File: src/rtl/regfile_write_arbiter.sv
// Arbitrates the register-file write port between writeback (priority) and the MDU,
// with a forced one-cycle pipeline stall after STARVE_LIMIT consecutive MDU denials.
// Optional macro RF_ARB_STATS_EN adds the stall_count statistics port.
module regfile_write_arbiter #(
  parameter int STARVE_LIMIT = 4
) (
  input  logic        clk,
  input  logic        rst,
  input  logic        wb_we,
  input  logic [4:0]  wb_addr,
  input  logic [31:0] wb_data,
  input  logic        mdu_valid,
  input  logic [4:0]  mdu_addr,
  input  logic [31:0] mdu_data,
  output logic        mdu_ready,
  output logic        pipe_stall,
  output logic        rf_we,
  output logic [4:0]  rf_addr,
  output logic [31:0] rf_data,
`ifdef RF_ARB_STATS_EN
  output logic [15:0] stall_count,
`endif
  output logic [1:0]  state_dbg
);

  localparam logic [1:0] ST_IDLE    = 2'd0;
  localparam logic [1:0] ST_CONTEND = 2'd1;
  localparam logic [1:0] ST_FORCE   = 2'd2;
  localparam logic [3:0] LIMIT      = 4'(STARVE_LIMIT);

  // Handshake: the MDU holds mdu_valid/addr/data until a cycle in which mdu_ready
  // is high; the request is consumed at the clock edge ending that cycle.

  logic [1:0] state, state_next;
  logic [3:0] starve_cnt, cnt_next, cnt_inc;
  logic       wb_act, grant_wb, grant_mdu, deny;

  always_comb begin
    wb_act     = wb_we && (wb_addr != 5'd0) && !pipe_stall;
    grant_wb   = 1'b0;
    grant_mdu  = 1'b0;
    if (state == ST_FORCE)
      grant_mdu = mdu_valid;
    else if (wb_act)
      grant_wb = 1'b1;
    else
      grant_mdu = mdu_valid;
    deny       = (state != ST_FORCE) && mdu_valid && wb_act;
    cnt_inc    = starve_cnt + 4'd1;
    state_next = state;
    cnt_next   = starve_cnt;
    case (state)
      ST_IDLE: begin
        if (deny) begin
          cnt_next   = 4'd1;
          state_next = (LIMIT == 4'd1) ? ST_FORCE : ST_CONTEND;
        end
      end
      ST_CONTEND: begin
        // Leaving CONTEND without a denial means either a grant or a dropped request.
        if (deny) begin
          cnt_next = cnt_inc;
          if (cnt_inc == LIMIT) state_next = ST_FORCE;
        end else begin
          state_next = ST_IDLE;
          cnt_next   = 4'd0;
        end
      end
      default: begin
        state_next = ST_IDLE;
        cnt_next   = 4'd0;
      end
    endcase
  end

  assign mdu_ready = grant_mdu && !rst;
  assign state_dbg = state;

  always_ff @(posedge clk or posedge rst) begin
    if (rst) begin
      state      <= ST_IDLE;
      starve_cnt <= 4'd0;
      pipe_stall <= 1'b0;
      rf_we      <= 1'b0;
      rf_addr    <= 5'd0;
      rf_data    <= 32'd0;
    end else begin
      state      <= state_next;
      starve_cnt <= cnt_next;
      pipe_stall <= (state_next == ST_FORCE);
      if (grant_wb) begin
        rf_we   <= 1'b1;
        rf_addr <= wb_addr;
        rf_data <= wb_data;
      end else if (grant_mdu) begin
        // An MDU result for r0 is consumed but never written.
        rf_we   <= (mdu_addr != 5'd0);
        rf_addr <= mdu_addr;
        rf_data <= mdu_data;
      end else begin
        rf_we   <= 1'b0;
      end
    end
  end

`ifdef RF_ARB_STATS_EN
  always_ff @(posedge clk or posedge rst) begin
    if (rst)
      stall_count <= 16'd0;
    else if ((state == ST_FORCE) && (stall_count != 16'hFFFF))
      stall_count <= stall_count + 16'd1;
  end
`endif

endmodule

File: config.mk
export PLATFORM = sky130hd
export DESIGN_NAME = regfile_write_arbiter
export DESIGN_NICKNAME = d
export VERILOG_FILES = /design/src/rtl/regfile_write_arbiter.sv
export SDC_FILE = /design/constraint.sdc
export NUM_CORES = 1
export LEC_CHECK = 0
export BUFFER_PORTS_ARGS = -buffer_cell sky130_fd_sc_hd__buf_2
export CAP_MARGIN = 40
export CORE_UTILIZATION = 42
export CTS_BUF_LIST = sky130_fd_sc_hd__clkbuf_4
export CTS_CLUSTER_SIZE = 30
export DETAILED_ROUTE_END_ITERATION = 10
export PLACE_DENSITY_LB_ADDON = 0.15
export SYNTH_ARGS = -nofsm -noshare
export SYNTH_HDL_FRONTEND = slang
export SYNTH_SLANG_ARGS = --single-unit
File: constraint.sdc
create_clock -name clk -period 1.4 [get_ports clk]
set_input_delay 0.14 -clock clk [delete_from_list [all_inputs] [get_ports clk]]
set_output_delay 0.14 -clock clk [all_outputs]
set_load 0.01 [all_outputs]
# After elaboration in Yosys (flattened, before gate mapping)
# Index checks and enable logic that the tools add are counted.
# word_totals
in_bits,78
output_inout_bits,42
wordCells,41
reg_bits,45
# op_classes
muxes,17
add_sub_neg,1
reduce_logical,11
eq_ne,6
# ops
operator,count
$mux W32,2
$mux W5,2
$reduce_bool A5 Y1,2
$mux W4,2
$pmux W4 S2,1
$mux W1,6
$mux W2,3
$logic_and A1 B1 Y1,5
$add A4 B1 Y4 const B,1
$eq A2 B2 Y1 const B,2
$eq A4 B3 Y1 const B,1
$ne A2 B2 Y1 const B,2
$pmux W2 S2,1
$eq A2 B1 Y1 const B,1
$logic_not A1 Y1,2
$logic_not A2 Y1,1
$reduce_bool A2 Y1,1

# Logic depth before layout (Yosys ltp)
# Gate-level depths: netlist of the first run.
# logic_depth
word_depth,7
depth_mapped,6
mapped_depth_nobuf,4

# Worst setup path after synthesis of the first run
# No wires, ideal clock.
# synth_path
path_type,input -> output
start,input port rst
end,output port mdu_ready
path_stages,2
n_path_buf,0
path_slack_ps,-180
t_arrival_ps,1440
t_required_ps,1260
path_cell_list,inv_1 > and3_1
# synth_between
elab_chain_len,2
# synth_lines
item,line,text
from (decl),8,"input logic rst,"
$logic_not A1 Y1 (no line),n/a,
$logic_and A1 B1 Y1,76,assign mdu_ready = grant_mdu && !rst;
to (decl),15,"output logic mdu_ready,"
# No other way between the ends.

# Worst setup path after layout of the first run
# layout_path
start,"register state[1], in the netlist state_dbg[1]"
end,output port mdu_ready
# layout_between
elab_chain_len,3
# layout_lines
item,line,text
from (decl),34,"logic [1:0] state, state_next;"
from (signal assigned),88,state <= state_next;
$eq A2 B2 Y1,42,if (state == ST_FORCE)
$mux W1,42,
$logic_and A1 B1 Y1,76,
# No other way between the ends.

==> run summary, run 1 <==
outcome -> finished with violations
failing checks -> setup timing
I/O Pins -> 120
Synthesized Nets -> 292
largest net degree at the start of global routing -> 46
net switching power figure -> 0.883 mW
final worst-path cycle share -> 114%
synthesized flop and latch total -> 45
first-pass GRT wire length -> 11.0 mm
unrepaired setup endpoints after global routing -> true
Setup WS pre-CTS -> -31.2 ps
Crit path depth -> 5
die height -> 76.4 µm
Worst R2R End -> rf_data[1]$_DFFE_PP0P_
Total GRT Usage -> 23.7%
Clk network pwr share -> 26.5%
gate count of the mapped netlist -> 212
pins over their slew limit -> 0
top cell type by total area after synthesis -> dfrtp_1
crit-path max cell delay -> 400 ps
Peak Freq -> 0.628 GHz
Main synth FF type -> dfrtp_1
R2R cell count -> 6
Die X -> 76.4 µm
hold path cells -> 3
CP Data Arrival Time -> 1450 ps
WL/cell -> 15.2 µm
GRT overflow -> 0
num rows -> 26
Via Count -> 2,261
post-route ant nets -> 0
element type at the critical path start -> register
# setup viols final -> 41
synth cell count leaders -> dfrtp_1 (45), mux2i_1 (37), nand3_1 (33)
worst path required time -> 1260 ps
RD Place Congestion -> 0.765
DRC errors left -> 0
Post-synth EDFFs -> 0
fraction of layout cells with a size suffix above 1 -> 50.3%
min setup slack post-route -> -193 ps
Power Internal -> 2.23 mW
clk buf depth -> 2
Skew-Pair Late Insertion Delay -> 370 ps
endpoints failing hold -> 0
Mapped Area -> 2320 µm²
initial antenna violation count -> 0
area grow syn2layout -> 53.0%
vias in the first global route -> 2,338
Initial Util -> 44.6%
MaxCap Viol Count -> 0
htree depth -> 2
Syn Area/Cell -> 11.0 µm²
most common cell in the netlist -> dfrtp_1
CORE AREA -> 5200 µm²
Worst path top cell family by delay -> simple AND/OR/NAND/NOR gates
pwr dens -> 875 nW/µm²
Async S/R FF share, synth -> 100%
Setup CP Type -> reg -> out
register area share after synthesis -> 48.5%
final instance count without filler cells -> 440
CTS tree -> yes
Placed Cells -> 402
hold_sp -> wb_data[15]
Reg power frac -> 47.8%
Worst setup EP type -> output port
crit path max fanout -> 2
clock root buffer -> clkbuf_4
top cell type's share of synthesized area -> 48.5%
DPL Wire Length -> 4.37 mm
die area -> 5830 µm²
sw frac -> 28.4%
synth unique cells -> 32
worst vdd ir -> 0.000494 V
Via density -> 5.14
WHS Endpoint -> rf_data[15]$_DFFE_PP0P_
DRC violation total after the first TritonRoute iteration -> 82
Leak -> 1.80 nW
PortBufs -> 119
Critical R2R Launch -> state_dbg[1]$_DFF_PP0_
Clock transition at path regs -> 130 ps
Synth warnings -> 0
synth top area cells -> dfrtp_1 (48%), mux2i_1 (16%), o21ai_2 (7.5%), nand3_1 (7.1%), o21ai_0 (4.5%)
WP buf/inv -> 1
cts bufs inserted -> 5
fin crit period -> 1590 ps
Clock Skews -> 7.97 ps
CP max-delay cell -> dfrtp_1
# diodes -> 0
HP Class -> in -> reg
CTS Sinks -> 45
Slew @ Worst Pin -> 571 ps
worst relative slew slack -> 61.9%
1st-pass router iterations -> 5
Layout Nets -> 449
worst-path cell chain -> nor2b_4, nor3b_4, nand2_2, and3_4, buf_6
r2r setup slk -> -90 ps
Gate power share -> 25.6%
routed wire length -> 6.68 mm
==> per-stage QoR <==
step	hold WS, ps	setup TNS [ps]	utilization [%]	power, mW	area [µm²]
floorplan	153	-218	-	1.89	2350
global placement	364	-3.93	59.5	2.20	3100
detailed placement	368	-77.9	59.5	2.21	3100
CTS	0.856	-485	65.3	3.07	3400
global route	1.01	-5300	68.3	3.27	3550
finish	4.10	-2070	68.3	3.11	3550
==> flip-flops by register name (all words and copies together), names as in the netlist <==
name / flops
state_dbg: 2
rf_we: 1
rf_data: 32
starve_cnt: 4
rf_addr: 5
pipe_stall: 1
==> power groups by stage <==
stage	combinational, mW	sequential (mW)	clock, mW
6_report	0.797	1.49	0.825
4_1_cts	0.750	1.49	0.829
2_1_floorplan	0.320	1.57	0
3_3_place_gp	0.690	1.51	0
3_5_place_dp	0.700	1.51	0
5_1_grt	0.871	1.50	0.895
==> final cells by class <==
type,count,area (µm²)
timing repair buffer,167,1110
inverter,1,7.51
fill,435,1650
clock buffer,6,45.0
multi-input combinational,149,1140
sequential,45,1130
clock inverter,2,33.8
tap,70,87.6
==> logic make-up (layout without fill, tap and decap cells) <==
family | after synthesis | after routing | synth area share [%]
buffers and inverters | 18 | 176 | 4.36
XOR/XNOR | 2 | 2 | 0.754
AO/OA/AOI/OAI | 45 | 45 | 13.1
multiplexers | 37 | 37 | 15.9
flip-flops | 45 | 45 | 48.5
adder cells (fa/ha/maj) | 2 | 2 | 1.08
AND/OR/NAND/NOR | 63 | 63 | 16.2
==> worst max path at each step <==
stage | end | from
3_5_place_dp | state_dbg[0]$_DFF_PP0_ | starve_cnt[0]$_DFFE_PP0P_
6_report | mdu_ready | state_dbg[1]$_DFF_PP0_
4_1_cts | mdu_ready | state_dbg[1]$_DFF_PP0_
3_3_place_gp | state_dbg[0]$_DFF_PP0_ | starve_cnt[0]$_DFFE_PP0P_
2_1_floorplan | rf_addr[0]$_DFFE_PP0P_ | state_dbg[1]$_DFF_PP0_
5_1_grt | mdu_ready | state_dbg[1]$_DFF_PP0_
==> worst reg2reg max path: stages (launching register included) <==
cell and delay, ps:
dfrtp_1 400, nor2b_4 130, nor3b_4 190, buf_4 160
and2_4 240, buf_4 160, o21ai_0 100
==> layer usage <==
metal  wire length [µm]  vias to the layer above  global-route usage, %
met2               3470                       82                   41.1
met3                347                       15                   5.87
met4                146                        0                   8.65
met1               2720                     1090                   28.4
met5                  0                        -                      0
li1                   -                     1074                      -
==> placed cells by master (no fill, tap or decap), drive strengths merged, types with 2 or more instances in the layout <==
cell         synthesis  final
buf                  9    143
nand2               10     10
ha                   2      2
nor2                 2      2
nand2b               4      4
xnor2                2      2
nor4b                2      2
nor3b                2      2
dfrtp               45     45
dlygate4sd3          0     22
o21ai               41     41
mux2i               37     37
nand4b               2      2
clkbuf               8      8
nand3               33     33
a21oi                2      2
==> repair_timing <==
item                       CTS  global route
hold endpoints to repair    62             4
pin swaps                    4             3
gates cloned                 0             4
setup endpoints to repair    4            45
hold buffers                18             4
resized for setup            4             9
setup buffers                5             2
No activity file was read; power rests on OpenSTA's default activity.
==> run 2, diff against run 1 <==
CTS_CLUSTER_DIAMETER = 30   (was default)
TNS_END_PERCENT = 20   (was default)
==> run 2 against run 1 <==
Net effect:
- the run still ends with setup timing left
- routed wire length decreased by 0.64%
- first-iteration DRC count shrank 11%
- sequential power is essentially flat
- cell area is 0.56% lower
- count of clock-buffer cells in the layout rose by 2
- worst hold slack better by 6.6 ps
- setup slack got worse by 34 ps
- final cell count shrank 2.0%
- flip-flop and latch count unchanged
==> run summary, run 2 (synthesis results as in run 1) <==
DRC violation total after the first TritonRoute iteration -> 73 (-11%)
PortBufs -> 119 (unchanged)
fraction of layout cells with a size suffix above 1 -> 56.5% (+6.2 points)
max reg flops -> 32 (unchanged)
final-layout fill cell count -> 422 (-3.0%)
largest net degree at the start of global routing -> 46 (unchanged)
pins over their slew limit -> 0 (unchanged)
cts bufs inserted -> 5 (unchanged)
Top Registers -> rf_data x32, rf_addr x5, starve_cnt x4
FF/Latch Area -> 1130 µm² (unchanged)
failing checks -> setup timing
num rows -> 26 (unchanged)
HP Class -> in -> reg
CORE AREA -> 5200 µm² (unchanged)
RD Place Congestion -> 0.752 (-1.7%)
DRC errors left -> 0 (unchanged)
vias in the first global route -> 2,294 (-1.9%)
min setup slack post-route -> -227 ps (-33.6 ps)
area grow syn2layout -> 52.2%
Final Util -> 67.9% (-0.38 points)
worst path required time -> 1650 ps (+390 ps)
Total GRT Usage -> 23.8% (+0.090 points)
clk buf depth -> 2 (unchanged)
pwr dens -> 845 nW/µm² (-3.4%)
Hold WS -> 10.7 ps (+6.58 ps)
CP Data Arrival Time -> 1870 ps (+420 ps)
hold path cells -> 3 (unchanged)
worst-path cell chain -> nor2b_4, nor3b_4, buf_4, buf_6, and2_4, buf_12, clkbuf_16, o21ai_2
unrepaired setup endpoints after global routing -> true
crit path max fanout -> 8 (+6)
Leak -> 1.80 nW (+0.23%)
Die X -> 76.4 µm (unchanged)
1st-pass router iterations -> 4 (-1)
Skew-Pair Late Insertion Delay -> 350 ps (-20 ps)
htree depth -> 2 (unchanged)
# setup viols final -> 46 (+12%)
I/O Pins -> 120 (unchanged)
CP max-delay cell -> dfrtp_1
clock root buffer -> clkbuf_4
Initial Util -> 44.6% (unchanged)
die area -> 5830 µm² (unchanged)
Peak Freq -> 0.615 GHz (-2.1%)
first-pass GRT wire length -> 10.9 mm (-1.1%)
Layout Nets -> 440 (-2.0%)
initial antenna violation count -> 0 (unchanged)
worst relative slew slack -> 61.0% (-0.86 points)
post-route ant nets -> 0 (unchanged)
Setup WS pre-CTS -> -54.3 ps (-23.1 ps)
crit-path max cell delay -> 400 ps (about the same)
most common cell after layout, fill and taps aside -> buf_2
CTS tree -> yes
CTS Sinks -> 45 (unchanged)
die height -> 76.4 µm (unchanged)
GRT overflow -> 0 (unchanged)
footprint of the multi-input gates -> 1190 µm² (+4.2%)
outcome -> finished with violations
Via Count -> 2,217 (-1.9%)
Via density -> 5.14 (+0.10%)
Worst setup EP type -> register
routed wire length -> 6.64 mm (-0.64%)
Most flops, register -> rf_data
MaxCap Viol Count -> 0 (unchanged)
element type at the critical path start -> register
final setup TNS -> -8040 ps (-5980 ps)
fin crit period -> 1630 ps (+33.6 ps)
Clock Skews -> 10.8 ps (+2.87 ps)
WL/cell -> 15.4 µm (+1.4%)
most frequent cells in the layout -> buf_2 (117), dfrtp_1 (45), mux2i_1 (37), nand3_1 (33), o21ai_2 (31)
Slew @ Worst Pin -> 584 ps (+12.9 ps)
worst vdd ir -> 0.000529 V (+7.2%)
DPL Wire Length -> 4.55 mm (+4.1%)
Clock transition at path regs -> 130 ps (about the same)
endpoints failing hold -> 0 (unchanged)
Setup CP Type -> reg -> reg
final worst-path cycle share -> 116% (+2.4 points)
# diodes -> 0 (unchanged)
R2R cell count -> 8 (+2)
-- run 2: through the flow --
step	std cells	cell area [µm²]	total power, mW
5_1_grt	431	3530	3.15
3_3_place_gp	403	3100	2.20
4_1_cts	428	3440	2.99
6_report	431	3530	2.99
3_5_place_dp	403	3100	2.22
2_1_floorplan	212	2340	1.89
-- run 2: worst max-delay path: cells and delay by family (launching register included) --
family | cells | cell delay [ps]
compound gates | 1 | 50
flops | 1 | 400
buf+inv | 4 | 550
simple gates | 3 | 510
-- run 2: metal layers --
layer	wire length, µm	global-route usage [%]	vias to the layer above
met2	3370	41.6	96
met5	0	0	-
met1	2690	28.0	1045
li1	-	-	1062
met3	419	5.63	14
met4	170	9.42	0
-- run 2: layout make-up --
| cell class | instances | share of cell area, % |
|---|---|---|
| well taps | 70 | 2.48 |
| repair buffers | 158 | 30.0 |
| clock buffers | 8 | 1.70 |
| flip-flops and latches | 45 | 31.9 |
| multi-input cells | 149 | 33.7 |
| inverters | 1 | 0.212 |
-- run 2: timing repair --
action | 4_1_cts | 5_1_grt
cloned | 2 | 1
buffers inserted | 7 | 3
endpoints found under the hold margin | 52 | 0
hold buffers | 8 | 0
resized for setup | 30 | 12
endpoints found under the setup margin | 32 | 46
pin swaps | 13 | 4
-- run 2: worst paths after layout --
check | start | end | slack (ps)
min in group asynchronous | rst | rf_data[9]$_DFFE_PP0P_ | 550
max in group asynchronous | rst | rf_data[28]$_DFFE_PP0P_ | 440
hold reg to reg | rf_data[11]$_DFFE_PP0P_ | rf_data[11]$_DFFE_PP0P_ | 560
setup / recovery | state_dbg[1]$_DFF_PP0_ | rf_data[28]$_DFFE_PP0P_ | -230
setup reg to reg | state_dbg[1]$_DFF_PP0_ | rf_data[28]$_DFFE_PP0P_ | -230
hold / removal | wb_data[30] | rf_data[30]$_DFFE_PP0P_ | 10
-- run 2: power by group --
| part | total, mW | internal, mW | switching, mW |
|---|---|---|---|
| logic | 0.836 | 0.432 | 0.405 |
| registers | 1.48 | 1.42 | 0.0644 |
| clock network | 0.666 | 0.259 | 0.406 |
| total | 2.99 | 2.11 | 0.875 |
==> run 3, diff against run 2 <==
BUFFER_PORTS_ARGS = -buffer_cell sky130_fd_sc_hd__clkbuf_2   (was -buffer_cell sky130_fd_sc_hd__buf_2)
CORE_UTILIZATION = 41   (was 42)
CTS_BUF_LIST = default   (was sky130_fd_sc_hd__clkbuf_4)
==> run 3 against run 2 <==
Net effect:
- the flow still finishes with violations (setup timing)
- clock power grew 20%
- register-to-register slack better by 150 ps
- critical path depth fell by 3
- critical endpoint is now mdu_ready
==> run summary, run 3 (synthesis results as in run 1) <==
Die X -> 77.3 µm (+1.2%)
worst vdd ir -> 0.000481 V (-9.1%)
# diodes -> 0 (unchanged)
vias in the first global route -> 1,929 (-16%)
area grow syn2layout -> 39.4%
CP max-delay cell -> dfrtp_1
worst path required time -> 1260 ps (-390 ps)
routed wire length -> 5.71 mm (-14%)
pins over their slew limit -> 0 (unchanged)
CP Data Arrival Time -> 1380 ps (-490 ps)
num rows -> 27 (+3.8%)
CTS tree -> yes
htree depth -> 2 (unchanged)
failing checks -> setup timing
Top Registers -> rf_data x32, rf_addr x5, starve_cnt x4
Slew @ Worst Pin -> 573 ps (-11.0 ps)
max reg flops -> 32 (unchanged)
Leak -> 1.68 nW (-7.0%)
crit path max fanout -> 2 (-6)
DPL Wire Length -> 4.23 mm (-7.1%)
cts bufs inserted -> 5 (unchanged)
most common cell after layout, fill and taps aside -> clkbuf_2
min setup slack post-route -> -122 ps (+104 ps)
first-pass GRT wire length -> 9.37 mm (-14%)
Worst setup EP type -> output port
worst-path cell chain -> nor2b_4, nor3b_4, nand2_2, and3_4, clkbuf_2
MaxCap Viol Count -> 0 (unchanged)
I/O Pins -> 120 (unchanged)
RD Place Congestion -> 0.795 (+5.7%)
PortBufs -> 119 (unchanged)
WL/cell -> 13.8 µm (-11%)
largest net degree at the start of global routing -> 46 (unchanged)
DRC violation total after the first TritonRoute iteration -> 92 (+26%)
DRC errors left -> 0 (unchanged)
crit-path max cell delay -> 380 ps (-20 ps)
Hold-fix buffers, CTS -> 0 (-8)
# setup viols final -> 43 (-6.5%)
final instance count without filler cells -> 415 (-3.7%)
clk buf depth -> 2 (unchanged)
Via Count -> 2,057 (-7.2%)
Setup WS pre-CTS -> -42.2 ps (+12.1 ps)
initial antenna violation count -> 0 (unchanged)
Clock Skews -> 9.88 ps (-0.962 ps)
GRT overflow -> 0 (unchanged)
endpoints failing hold -> 0 (unchanged)
Total GRT Usage -> 19.8% (-3.9 points)
outcome -> finished with violations
Clock transition at path regs -> 70 ps (-60 ps)
Placed Cells -> 405 (+0.50%)
Setup CP Type -> reg -> out
Most flops, register -> rf_data
die area -> 5970 µm² (+2.4%)
element type at the critical path start -> register
CORE AREA -> 5470 µm² (+5.1%)
1st-pass router iterations -> 4 (unchanged)
clock root buffer -> clkbuf_8
unrepaired setup endpoints after global routing -> true
post-route ant nets -> 0 (unchanged)
Initial Util -> 42.4% (-2.2 points)
final worst-path cycle share -> 109% (-7.5 points)
Via density -> 4.96 (-3.6%)
Peak Freq -> 0.657 GHz (+6.9%)
fraction of layout cells with a size suffix above 1 -> 52.8% (-3.7 points)
fin crit period -> 1520 ps (-104 ps)
HP Class -> in -> async
most frequent cells in the layout -> clkbuf_2 (119), dfrtp_1 (45), mux2i_1 (37), nand3_1 (32), o21ai_0 (21)
worst relative slew slack -> 61.8% (+0.74 points)
die height -> 77.3 µm (+1.2%)
CTS Sinks -> 45 (unchanged)
pwr dens -> 924 nW/µm² (+9.3%)
Skew-Pair Late Insertion Delay -> 290 ps (-60 ps)
Layout Nets -> 423 (-3.9%)
==> run 3: cell count changes in the layout (fill, tap and decap cells not counted), moves of 4 or more <==
cell	before	now
buf_6	5	1
buf_2	117	0
clkbuf_4	8	0
o21ai_0	8	21
clkbuf_8	0	6
o21ai_2	31	20
clkbuf_2	0	119
dlygate4sd3_1	8	0
==> run 3: critical path: cells and delay by family, from the launching register on <==
kind / cells / cell delay (ps)
buffers and inverters: 1 / 120
flip-flops: 1 / 380
AND/OR/NAND/NOR: 4 / 600
==> run 3: final timing paths <==
path	end	startpoint	cells past startpoint	slack, ps
worst max-delay path	mdu_ready	state_dbg[1]$_DFF_PP0_	5	-120
max in group asynchronous	pipe_stall$_DFF_PP0_	rst	3	980
min in group clk	rf_data[25]$_DFFE_PP0P_	wb_data[25]	3	70
worst min-delay path	rf_data[7]$_DFFE_PP0P_	rst	3	30
worst max register to register	state_dbg[0]$_DFF_PP0_	state_dbg[1]$_DFF_PP0_	6	-80
worst min register to register	starve_cnt[3]$_DFFE_PP0P_	starve_cnt[3]$_DFFE_PP0P_	2	570
==> run 3: what timing repair did <==
item                                    4_1_cts  5_1_grt
resized for setup                             4        1
endpoints found under the setup margin       44       45
setup buffers                                 2        0
cloned                                        0        1
pin swaps                                     3        1
==> run 3: area by class of cell <==
| cell class | count | area [µm²] |
|---|---|---|
| timing repair buffer | 141 | 807 |
| inverter | 1 | 7.51 |
| multi-input combinational | 149 | 1120 |
| tap | 72 | 90.1 |
| sequential | 45 | 1130 |
| fill | 501 | 2240 |
| clock buffer | 7 | 86.3 |
==> run 3: stage by stage <==
| stage | power [mW] | utilization (%) | setup TNS [ps] | hold WS [ps] | cell area [µm²] |
|---|---|---|---|---|---|
| finish | 2.99 | 59.1 | -1470 | 27.4 | 3240 |
| global route | 3.17 | 59.1 | -4970 | 62.3 | 3240 |
| CTS | 3.03 | 58.6 | -851 | 38.1 | 3210 |
| detailed placement | 2.21 | 56.4 | -124 | 362 | 3090 |
| global placement | 2.20 | 56.4 | -22.3 | 364 | 3090 |
| floorplan | 1.89 | - | -226 | 153 | 2340 |
==> run 3: power by group <==
group | internal (mW) | leakage [nW] | switching [mW]
clock | 0.392 | 0.0443 | 0.404
combinational | 0.349 | 1.08 | 0.351
sequential | 1.42 | 0.551 | 0.0743
total | 2.16 | 1.68 | 0.829
==> run 3: per-layer routing <==
layer	wire, µm	part of all wire [%]	vias to the layer above	global-route usage (%)
met3	412	7.2	8	5.24
met5	0	0	-	0
met4	65	1.1	0	5.09
li1	-	-	1020	-
met1	2700	47	939	27.5
met2	2530	44	90	30.7
